===== src/rtl/lt24_touch_reader.sv =====
// Touch-ADC serial master for the LT24 panel (ADS7843-style). While the pen is down it converts
// X then Y in one chip-select frame, scales the raw results to pixels and pulses touch_valid.
module lt24_touch_reader #(
  parameter int          CLK_DIV = 25,
  parameter int          HOLDOFF = 500000,
  parameter logic [7:0]  CMD_X   = 8'hD0,
  parameter logic [7:0]  CMD_Y   = 8'h90
) (
  input  logic        clk,
  input  logic        rst,
  input  logic        enable,
  input  logic        LT24_ADC_PENIRQ_N,
  input  logic        LT24_ADC_BUSY,
  input  logic        LT24_ADC_DOUT,
  output logic        LT24_ADC_CS_N,
  output logic        LT24_ADC_DCLK,
  output logic        LT24_ADC_DIN,
  output logic [11:0] touch_raw_x,
  output logic [11:0] touch_raw_y,
  output logic [10:0] touch_pos_x,
  output logic [10:0] touch_pos_y,
  output logic        touch_valid,
  output logic        touch_pressed,
  output logic        scan_busy
);

  localparam int DIV_W  = $clog2(CLK_DIV);
  localparam int HOLD_W = (HOLDOFF > 1) ? $clog2(HOLDOFF) : 1;

  typedef enum logic [2:0] {S_IDLE, S_CONV_X, S_CONV_Y, S_DONE, S_WAIT} state_t;

  state_t             state, state_next;
  logic               pen_meta, pen_n_s;
  logic [DIV_W-1:0]   div_cnt;
  logic [5:0]         tgl_cnt;
  logic [HOLD_W-1:0]  hold_cnt;
  logic [15:0]        shift;
  logic [11:0]        x_tmp;
  logic               in_conv, div_tc, conv_end, hold_tc, start;
  logic [5:0]         fall_k;
  logic [7:0]         cmd_bits;
  logic               unused_inputs;

  // BUSY is status only; the top shift bit is the ADC's null/busy slot and is never published.
  assign unused_inputs = LT24_ADC_BUSY ^ shift[15];

  assign scan_busy = ~LT24_ADC_CS_N;

  always_comb begin
    in_conv  = (state == S_CONV_X) || (state == S_CONV_Y);
    div_tc   = in_conv && (div_cnt == DIV_W'(CLK_DIV - 1));
    conv_end = div_tc && (tgl_cnt == 6'd47);
    hold_tc  = (hold_cnt == HOLD_W'(HOLDOFF - 1));
    start    = enable && !pen_n_s;
    // Falling edge k happens on toggle 2k-1; DIN then carries the bit for rising edge k+1.
    fall_k   = (tgl_cnt + 6'd1) >> 1;
    cmd_bits = (state == S_CONV_X) ? CMD_X : CMD_Y;
  end

  always_ff @(posedge clk) begin
    if (rst) state <= S_IDLE;
    else     state <= state_next;
  end

  always_comb begin
    state_next = state;
    case (state)
      S_IDLE:   state_next = start ? S_CONV_X : S_IDLE;
      S_CONV_X: state_next = conv_end ? S_CONV_Y : S_CONV_X;
      S_CONV_Y: state_next = conv_end ? S_DONE : S_CONV_Y;
      S_DONE:   state_next = S_WAIT;
      S_WAIT:   state_next = hold_tc ? S_IDLE : S_WAIT;
      default:  state_next = S_IDLE;
    endcase
  end

  always_ff @(posedge clk) begin
    if (rst) begin
      pen_meta      <= 1'b1;
      pen_n_s       <= 1'b1;
      div_cnt       <= '0;
      tgl_cnt       <= 6'd0;
      hold_cnt      <= '0;
      shift         <= 16'd0;
      x_tmp         <= 12'd0;
      LT24_ADC_CS_N <= 1'b1;
      LT24_ADC_DCLK <= 1'b0;
      LT24_ADC_DIN  <= 1'b0;
      touch_raw_x   <= 12'd0;
      touch_raw_y   <= 12'd0;
      touch_pos_x   <= 11'd0;
      touch_pos_y   <= 11'd0;
      touch_valid   <= 1'b0;
      touch_pressed <= 1'b0;
    end else begin
      pen_meta    <= LT24_ADC_PENIRQ_N;
      pen_n_s     <= pen_meta;
      touch_valid <= 1'b0;
      case (state)
        S_IDLE: begin
          div_cnt  <= '0;
          tgl_cnt  <= 6'd0;
          hold_cnt <= '0;
          if (start) begin
            LT24_ADC_CS_N <= 1'b0;
            LT24_ADC_DIN  <= CMD_X[7];
            touch_pressed <= 1'b1;
          end else if (pen_n_s) begin
            touch_pressed <= 1'b0;
          end
        end
        S_CONV_X, S_CONV_Y: begin
          if (div_tc) begin
            div_cnt       <= '0;
            tgl_cnt       <= tgl_cnt + 6'd1;
            LT24_ADC_DCLK <= ~LT24_ADC_DCLK;
            // Rising edges 9..24 are toggles 16..46 (even).
            if (!LT24_ADC_DCLK && (tgl_cnt >= 6'd16)) shift <= {shift[14:0], LT24_ADC_DOUT};
            if (LT24_ADC_DCLK) begin
              if (fall_k < 6'd8) LT24_ADC_DIN <= cmd_bits[3'd7 - fall_k[2:0]];
              else               LT24_ADC_DIN <= 1'b0;
            end
            if (conv_end) begin
              tgl_cnt <= 6'd0;
              if (state == S_CONV_X) begin
                x_tmp        <= shift[14:3];
                LT24_ADC_DIN <= CMD_Y[7];
              end else begin
                LT24_ADC_CS_N <= 1'b1;
                LT24_ADC_DIN  <= 1'b0;
                touch_valid   <= 1'b1;
                touch_raw_x   <= x_tmp;
                touch_raw_y   <= shift[14:3];
                touch_pos_x   <= 11'((20'(x_tmp) * 20'd240) >> 12);
                touch_pos_y   <= 11'((21'(shift[14:3]) * 21'd320) >> 12);
              end
            end
          end else begin
            div_cnt <= div_cnt + DIV_W'(1);
          end
        end
        S_DONE:  hold_cnt <= '0;
        S_WAIT:  hold_cnt <= hold_cnt + HOLD_W'(1);
        default: hold_cnt <= '0;
      endcase
    end
  end

endmodule


===== config.mk =====
export PLATFORM = sky130hd
export DESIGN_NAME = lt24_touch_reader
export DESIGN_NICKNAME = d
export VERILOG_FILES = /design/src/rtl/lt24_touch_reader.sv
export SDC_FILE = /design/constraint.sdc
export NUM_CORES = 1
export LEC_CHECK = 0
export CORE_MARGIN = 4
export CORE_UTILIZATION = 46
export CTS_BUF_LIST = sky130_fd_sc_hd__clkbuf_4 sky130_fd_sc_hd__clkbuf_8
export DETAILED_ROUTE_END_ITERATION = 8
export HOLD_SLACK_MARGIN = 0.05
export PLACE_DENSITY = 0.69
export SYNTH_ARGS = -nofsm -noshare
export SYNTH_HDL_FRONTEND = slang
export SYNTH_SLANG_ARGS = --single-unit
export TNS_END_PERCENT = 50

===== constraint.sdc =====
create_clock -name clk -period 3.05 [get_ports clk]
set_clock_uncertainty 0.1 [all_clocks]
set_input_delay 0.4575 -clock clk [delete_from_list [all_inputs] [get_ports clk]]
set_output_delay 0.4575 -clock clk [all_outputs]
set_load 0.05 [all_outputs]

* Word-level counts from Yosys, hierarchy flattened
Index checks and enable logic that the tools add are counted.
W data, S select, Z words.
** Word-level totals
- Output and inout port bits :: 52
- Register bits after elaboration :: 108
** Operators by class
- Bitwise operators :: 6
- $mul :: 2
- Mux-type cells :: 29
- Equality and inequality tests :: 12
- $lt $le $gt $ge :: 3
- Reduce and logical (&&, ||, !) cells :: 20
- Add/sub/neg operators :: 4
** Operator list (number)
- $pmux W19 S2 :: 1
- $add A19 B1 Y19 const B :: 1
- $eq A19 B19 Y1 const B :: 1
- $mul A12 B4 Y16 const B :: 1
- $mux W1 :: 16
- $mul A12 B3 Y15 const B :: 1
- $pmux W3 S5 :: 1
- $mux W6 :: 2
- $pmux W6 S2 :: 1
- $reduce_and A4 Y1 :: 3
- $pmux W5 S2 :: 1
- $ne A2 B2 Y1 const B :: 4
- $mux W7 :: 1
- $add A6 B1 Y6 const B :: 1
- $eq A3 B2 Y1 const B :: 2
- $eq A6 B6 Y1 const B :: 1
- $ge A6 B5 Y1 const B :: 1
- $not A1 Y1 :: 6
- $reduce_and A2 Y1 :: 3
- $add A5 B1 Y5 const B :: 1
- $eq A5 B5 Y1 const B :: 1
- $lt A5 B4 Y1 const B :: 1
- $mux W5 :: 1
- $reduce_and A5 Y1 :: 1
- other kinds (17) :: 23

* Logic depth before layout (Yosys ltp)
- Depth after elaboration :: 9
- Depth in mapped cells :: 12
- Gate-level depth less buffers :: 10

* Least setup slack after synthesis
Ideal clock, no wire load.
- Path kind :: register -> register
- Start point :: reg x_tmp[5]
- End point :: reg touch_pos_x[4]
- Slack :: -211 ps
- Cell stages (with the launch flop) :: 11
- Library setup time :: 116 ps
- Arrival :: 3045 ps
- Clock period less this slack :: 3261 ps
- Cell sequence :: dfxtp_1 -> inv_1 -> fa_1 -> inv_1 -> fa_1 -> ha_1 -> a2111oi_0 -> o21ai_1 -> a31oi_1 -> mux2_2 -> a31o_2
** Between the ends
- Longest elaborated chain between the ends :: 1
** RTL lines
- start, declared :: RTL line 38 : logic [11:0] x_tmp;
- start signal, assigned :: RTL line 126 : x_tmp <= shift[14:3];
- $mul A12 B4 Y16 :: RTL line 134 : touch_pos_x <= 11'((20'(x_tmp) * 20'd240) >> 12);
- end signal, assigned :: RTL line 134
- end, declared :: RTL line 20 : output logic [10:0] touch_pos_x,
Every way passes these cells.
A chain may end at the register's enable or synchronous reset.

* Worst setup path in the final report
- Start point :: reg x_tmp[6]
- End point :: reg touch_pos_x[3]
The elaborated chain is that of the path after synthesis.

==> reports/qor_table.md <==
| Quantity | Reported |
| --- | --- |
| Fillers | 1127 |
| Synthesized-area fraction occupied by and/or/nand/nor cells | 20.83% |
| Most frequent cells in the layout | sky130_fd_sc_hd__nand2_1, sky130_fd_sc_hd__dfxtp_1, sky130_fd_sc_hd__a21oi_1 |
| Number of cell instances on the worst register-to-register path | 9 |
| First-iteration detailed-routing DRC count | 304 |
| Final setup margin | -61.84 ps |
| Data required time at the worst endpoint | 3240 ps |
| CTS Buf Count | 9 |
| Hold Worst Slack | 322.2 ps |
| Via count | 5298 |
| Initial Util | 47.73% |
| Largest buffer count on any clock path | 2 |
| DR DRC count | 0 |
| Net switching fraction of the power | 23.32% |
| Failing checks | setup timing |
| Tightest Pin Transition | 770.9 ps |
| Pwr/cell area | 342.5 mW/mm² |
| Number of flops mapped to enable cells by yosys | 0 |
| Cells on Worst Hold Path | 1 |
| Kind of path behind the tightest hold check | flip-flop to flip-flop |
| Worst reg2reg endpoint | touch_pos_x[3] |
| Antenna violations before repair | 0 |
| Final Total Pwr | 0.002471 W |
| Total number of H-tree levels | 3 |
| Total placed cells including tap cells | 930 |
| Sequential share of the synthesized area | 35.46% |
| Post-Layout Cell Count | 952 |
| Largest vdd supply drop | 0.1580 mV |
| Nets@finish | 842 |
| Via count of the first global-routing pass | 5070 |
| Largest family of logic cells by synthesized area | simple AND/OR/NAND/NOR gates |
| Most instantiated flip-flop cell in the synthesis netlist | sky130_fd_sc_hd__dfxtp_1 |
| Die Span Y | 123.1 µm |
| Dpl cell area | 0.006902 mm² |
| Sort of element at the end of the critical path | flip-flop |
| Count of antenna-violating nets left after detailed routing | 0 |
| Die ar. | 0.01516 mm² |
| Average wire length per cell after detail routing | 15.07 µm |
| Hold Buf Count CTS | 0 |
| Reported leakage power | 2.816 nW |
| Fraction of the cycle the final worst path needs | 102.0% |
| Most common cell after layout, fill and taps aside | sky130_fd_sc_hd__nand2_1 |
| Num ports | 58 |
| Cell Int Power | 0.001894 W |
| Status | finished, violations left |
| Iteration count of the initial detailed-routing pass | 4 |
| Overall routed net length | 14340 µm |
| Skew-Pair Late Insertion Delay | 380 ps |
| Chip width | 123.1 µm |
| Core box area | 0.01277 mm² |
| Count of standard-cell rows | 41 |
| Worst-path fanout max | 3 |
| Global-route wire length before repair | 23940 µm |
| Number of slew-limit violations in the final report | 0 |
| WS Path Type | flip-flop to flip-flop |
| Proportion of power drawn by combinational gates | 3.7% |
| Number of endpoints with negative hold slack in the final report | 0 |
| Part of the total power dissipated in the clock network | 38.9% |
| Detail-routed via count per cell | 5.565 |
| TritonCTS clock tree | done |
| Reg-to-Reg Start | x_tmp[6] |
| Share of flip-flops with an asynchronous set or reset | 0% |
| Placement-stage worst setup slack | -65.89 ps |
| Crit path time final | 3112 ps |
| Peak clock frequency supported by timing | 321.4 MHz |
| CTS sink count | 108 |
| Startpoint type of the worst setup path | flip-flop |
| Startpoint of the lowest-slack hold path | pen_meta |
| # Max-Cap Violations | 0 |
| Share of synthesized area spent on multiplexers | 3.304% |
| Area grow syn2layout | 18.30% |
| Worst setup slack for register-to-register paths | -60 ps |
| Number of I/O port buffers | 51 |
| Number of unique standard cell types used by synthesis | 69 |
| Crit path arrival time | 3300 ps |
| Tightest slew margin relative to the limit | 48.21% |
| Total setup violations reported at the end of the flow | 4 |
| Largest net degree at the start of global routing | 57 |
| Netlist area before placement | 0.006097 mm² |
| Antenna diode instance count | 0 |
| Cell at the root of the clock tree | sky130_fd_sc_hd__clkbuf_8 |
| Xor/xnor cell area share of the yosys netlist | 1.293% |
| Share of final-layout standard cells stronger than drive strength 1 | 11.92% |
| Adder-Cell Fraction of Synth Area | 14.98% |
| Worst Hold End | pen_n_s |
| Per-instance average area after synthesis | 8.504 µm² |
| Total global-route track usage | 19.50% |
| Part of the total power dissipated in sequential elements | 57.3% |
| Detailed placer's ending HPWL | 10100 µm |
| Total non-filler cell area in the finished layout | 0.007213 mm² |
| Post-synthesis register bit count | 108 |
| Unrepaired setup endpoints after global routing | yes |
| Final GP Congestion | 0.8377 |
| Overflow after GRT | 0 |
| Yosys synthesis warning count | 0 |
| P_sw | 0.0005761 W |
| Clock slew at reported path FFs | 100 ps |
| Compound-gate portion of the synthesized area | 17.85% |
| Gate count of the mapped netlist | 717 |
-- power groups by stage --
stage	Combinational (W)	Sequential, W	Clock [W]
after floorplan	0.0000664	0.00146	0
after global placement	0.0000905	0.00145	0
after detailed placement	0.0000923	0.00145	0
after CTS	0.0000926	0.00142	0.000990
after global routing	0.0000996	0.00142	0.00104
final	0.0000925	0.00142	0.000962
-- worst max-delay path, stage by stage, from the launching register on --
cell	delay [ps]
sky130_fd_sc_hd__dfxtp_4	360
sky130_fd_sc_hd__fa_1	560
sky130_fd_sc_hd__fa_1	460
sky130_fd_sc_hd__ha_4	320
sky130_fd_sc_hd__buf_4	120
sky130_fd_sc_hd__o211ai_1	130
sky130_fd_sc_hd__a21boi_1	360
sky130_fd_sc_hd__a21oi_2	130
sky130_fd_sc_hd__o211a_1	220
sky130_fd_sc_hd__a211o_1	260
-- Yosys cell counts (3+ instances only) --
cell	number	area share, %
sky130_fd_sc_hd__and2_1	5	0.51
sky130_fd_sc_hd__a41oi_1	4	0.57
sky130_fd_sc_hd__and3_1	12	1.2
sky130_fd_sc_hd__a211o_1	3	0.43
sky130_fd_sc_hd__nand3b_1	4	0.49
sky130_fd_sc_hd__a311oi_1	9	1.3
sky130_fd_sc_hd__ha_1	41	8.4
sky130_fd_sc_hd__or3_1	6	0.62
sky130_fd_sc_hd__a2111oi_0	3	0.43
sky130_fd_sc_hd__a31oi_1	5	0.51
sky130_fd_sc_hd__xnor2_1	5	0.72
sky130_fd_sc_hd__nor3b_1	4	0.49
sky130_fd_sc_hd__nand2b_1	3	0.31
sky130_fd_sc_hd__buf_4	6	0.74
sky130_fd_sc_hd__mux2i_1	19	3.1
sky130_fd_sc_hd__nor4_1	5	0.51
sky130_fd_sc_hd__inv_1	41	2.5
sky130_fd_sc_hd__buf_6	3	0.55
sky130_fd_sc_hd__nand2_1	107	6.6
sky130_fd_sc_hd__o21a_1	5	0.62
sky130_fd_sc_hd__nor2_1	44	2.7
sky130_fd_sc_hd__buf_1	3	0.18
sky130_fd_sc_hd__o211ai_1	7	0.86
sky130_fd_sc_hd__o21ai_0	32	2.6
sky130_fd_sc_hd__nand4_1	8	0.82
sky130_fd_sc_hd__a211oi_1	4	0.49
sky130_fd_sc_hd__nor3_1	13	1.1
sky130_fd_sc_hd__nand3_1	25	2.1
sky130_fd_sc_hd__buf_2	8	0.66
sky130_fd_sc_hd__dfxtp_1	108	35
sky130_fd_sc_hd__clkbuf_1	23	1.4
sky130_fd_sc_hd__fa_1	20	6.6
sky130_fd_sc_hd__a21oi_1	73	6.0
sky130_fd_sc_hd__a22oi_1	3	0.37
sky130_fd_sc_hd__nor4b_1	5	0.72
sky130_fd_sc_hd__or2_2	5	0.51
sky130_fd_sc_hd__xor2_1	4	0.57
-- metal layers --
metal  part of all wire, %  vias to the layer above  global-route usage [%]
met1                    46                     2529                   25.89
met3                   4.4                       24                   2.836
li1                      -                     2631                       -
met2                    47                      114                   31.60
met4                   2.3                        0                   8.581
met5                     0                        -                       0
-- what timing repair did --
action | CTS | global route
endpoints found under the setup margin | 5 | 7
gates resized for setup | 7 | 9
pin swaps | 9 | 9
buffers inserted | 4 | 2
-- layout make-up --
type / count / area [µm²] / share of cell area, %
inverter: 42 / 157.7 / 2.186
clock inverter: 7 / 90.09 / 1.249
multi-input combinational: 527 / 3675 / 50.95
sequential: 108 / 2173 / 30.13
timing repair buffer: 87 / 778.2 / 10.79
tap: 172 / 215.2 / 2.984
clock buffer: 9 / 123.9 / 1.717
-- flip-flops by register name, summed over array words and instances, names as in the netlist --
register / flops
touch_raw_x: 12
x_tmp: 12
div_cnt: 5
shift: 15
touch_raw_y: 12
touch_pressed: 1
pen_n_s: 1
LT24_ADC_CS_N: 1
LT24_ADC_DCLK: 1
touch_pos_y: 9
pen_meta: 1
tgl_cnt: 6
touch_valid: 1
touch_pos_x: 8
LT24_ADC_DIN: 1
hold_cnt: 19
state: 3
-- how the worst max path moves through the flow --
stage              from        endpoint  cells after the start
5_1_grt        x_tmp[3]  touch_pos_x[4]                     10
6_report       x_tmp[6]  touch_pos_x[3]                      9
2_1_floorplan  x_tmp[4]  touch_pos_x[4]                     10
4_1_cts        x_tmp[8]  touch_pos_x[6]                     10
3_3_place_gp   x_tmp[5]  touch_pos_x[4]                     10
3_5_place_dp   x_tmp[5]  touch_pos_x[3]                     10
-- per-stage QoR --
| stage | setup TNS [ps] | util [%] |
|---|---|---|
| 5_1_grt | -741.0 | 56.47 |
| 4_1_cts | -140.2 | 56.04 |
| 6_report | -134.1 | 56.47 |
| 3_3_place_gp | -84.83 | 54.03 |
| 2_1_floorplan | 0 | - |
| 3_5_place_dp | -179.5 | 54.03 |
-- cells by family after synthesis --
logic type,Yosys count
and+or+nand+nor,259
adders and majority gates,61
AOI/OAI and AO/OA,173
other,1
muxes,20
DFF,108
xor gates and xnor gates,9
buffers and inverters,86
(Power assumes the default switching activity.)
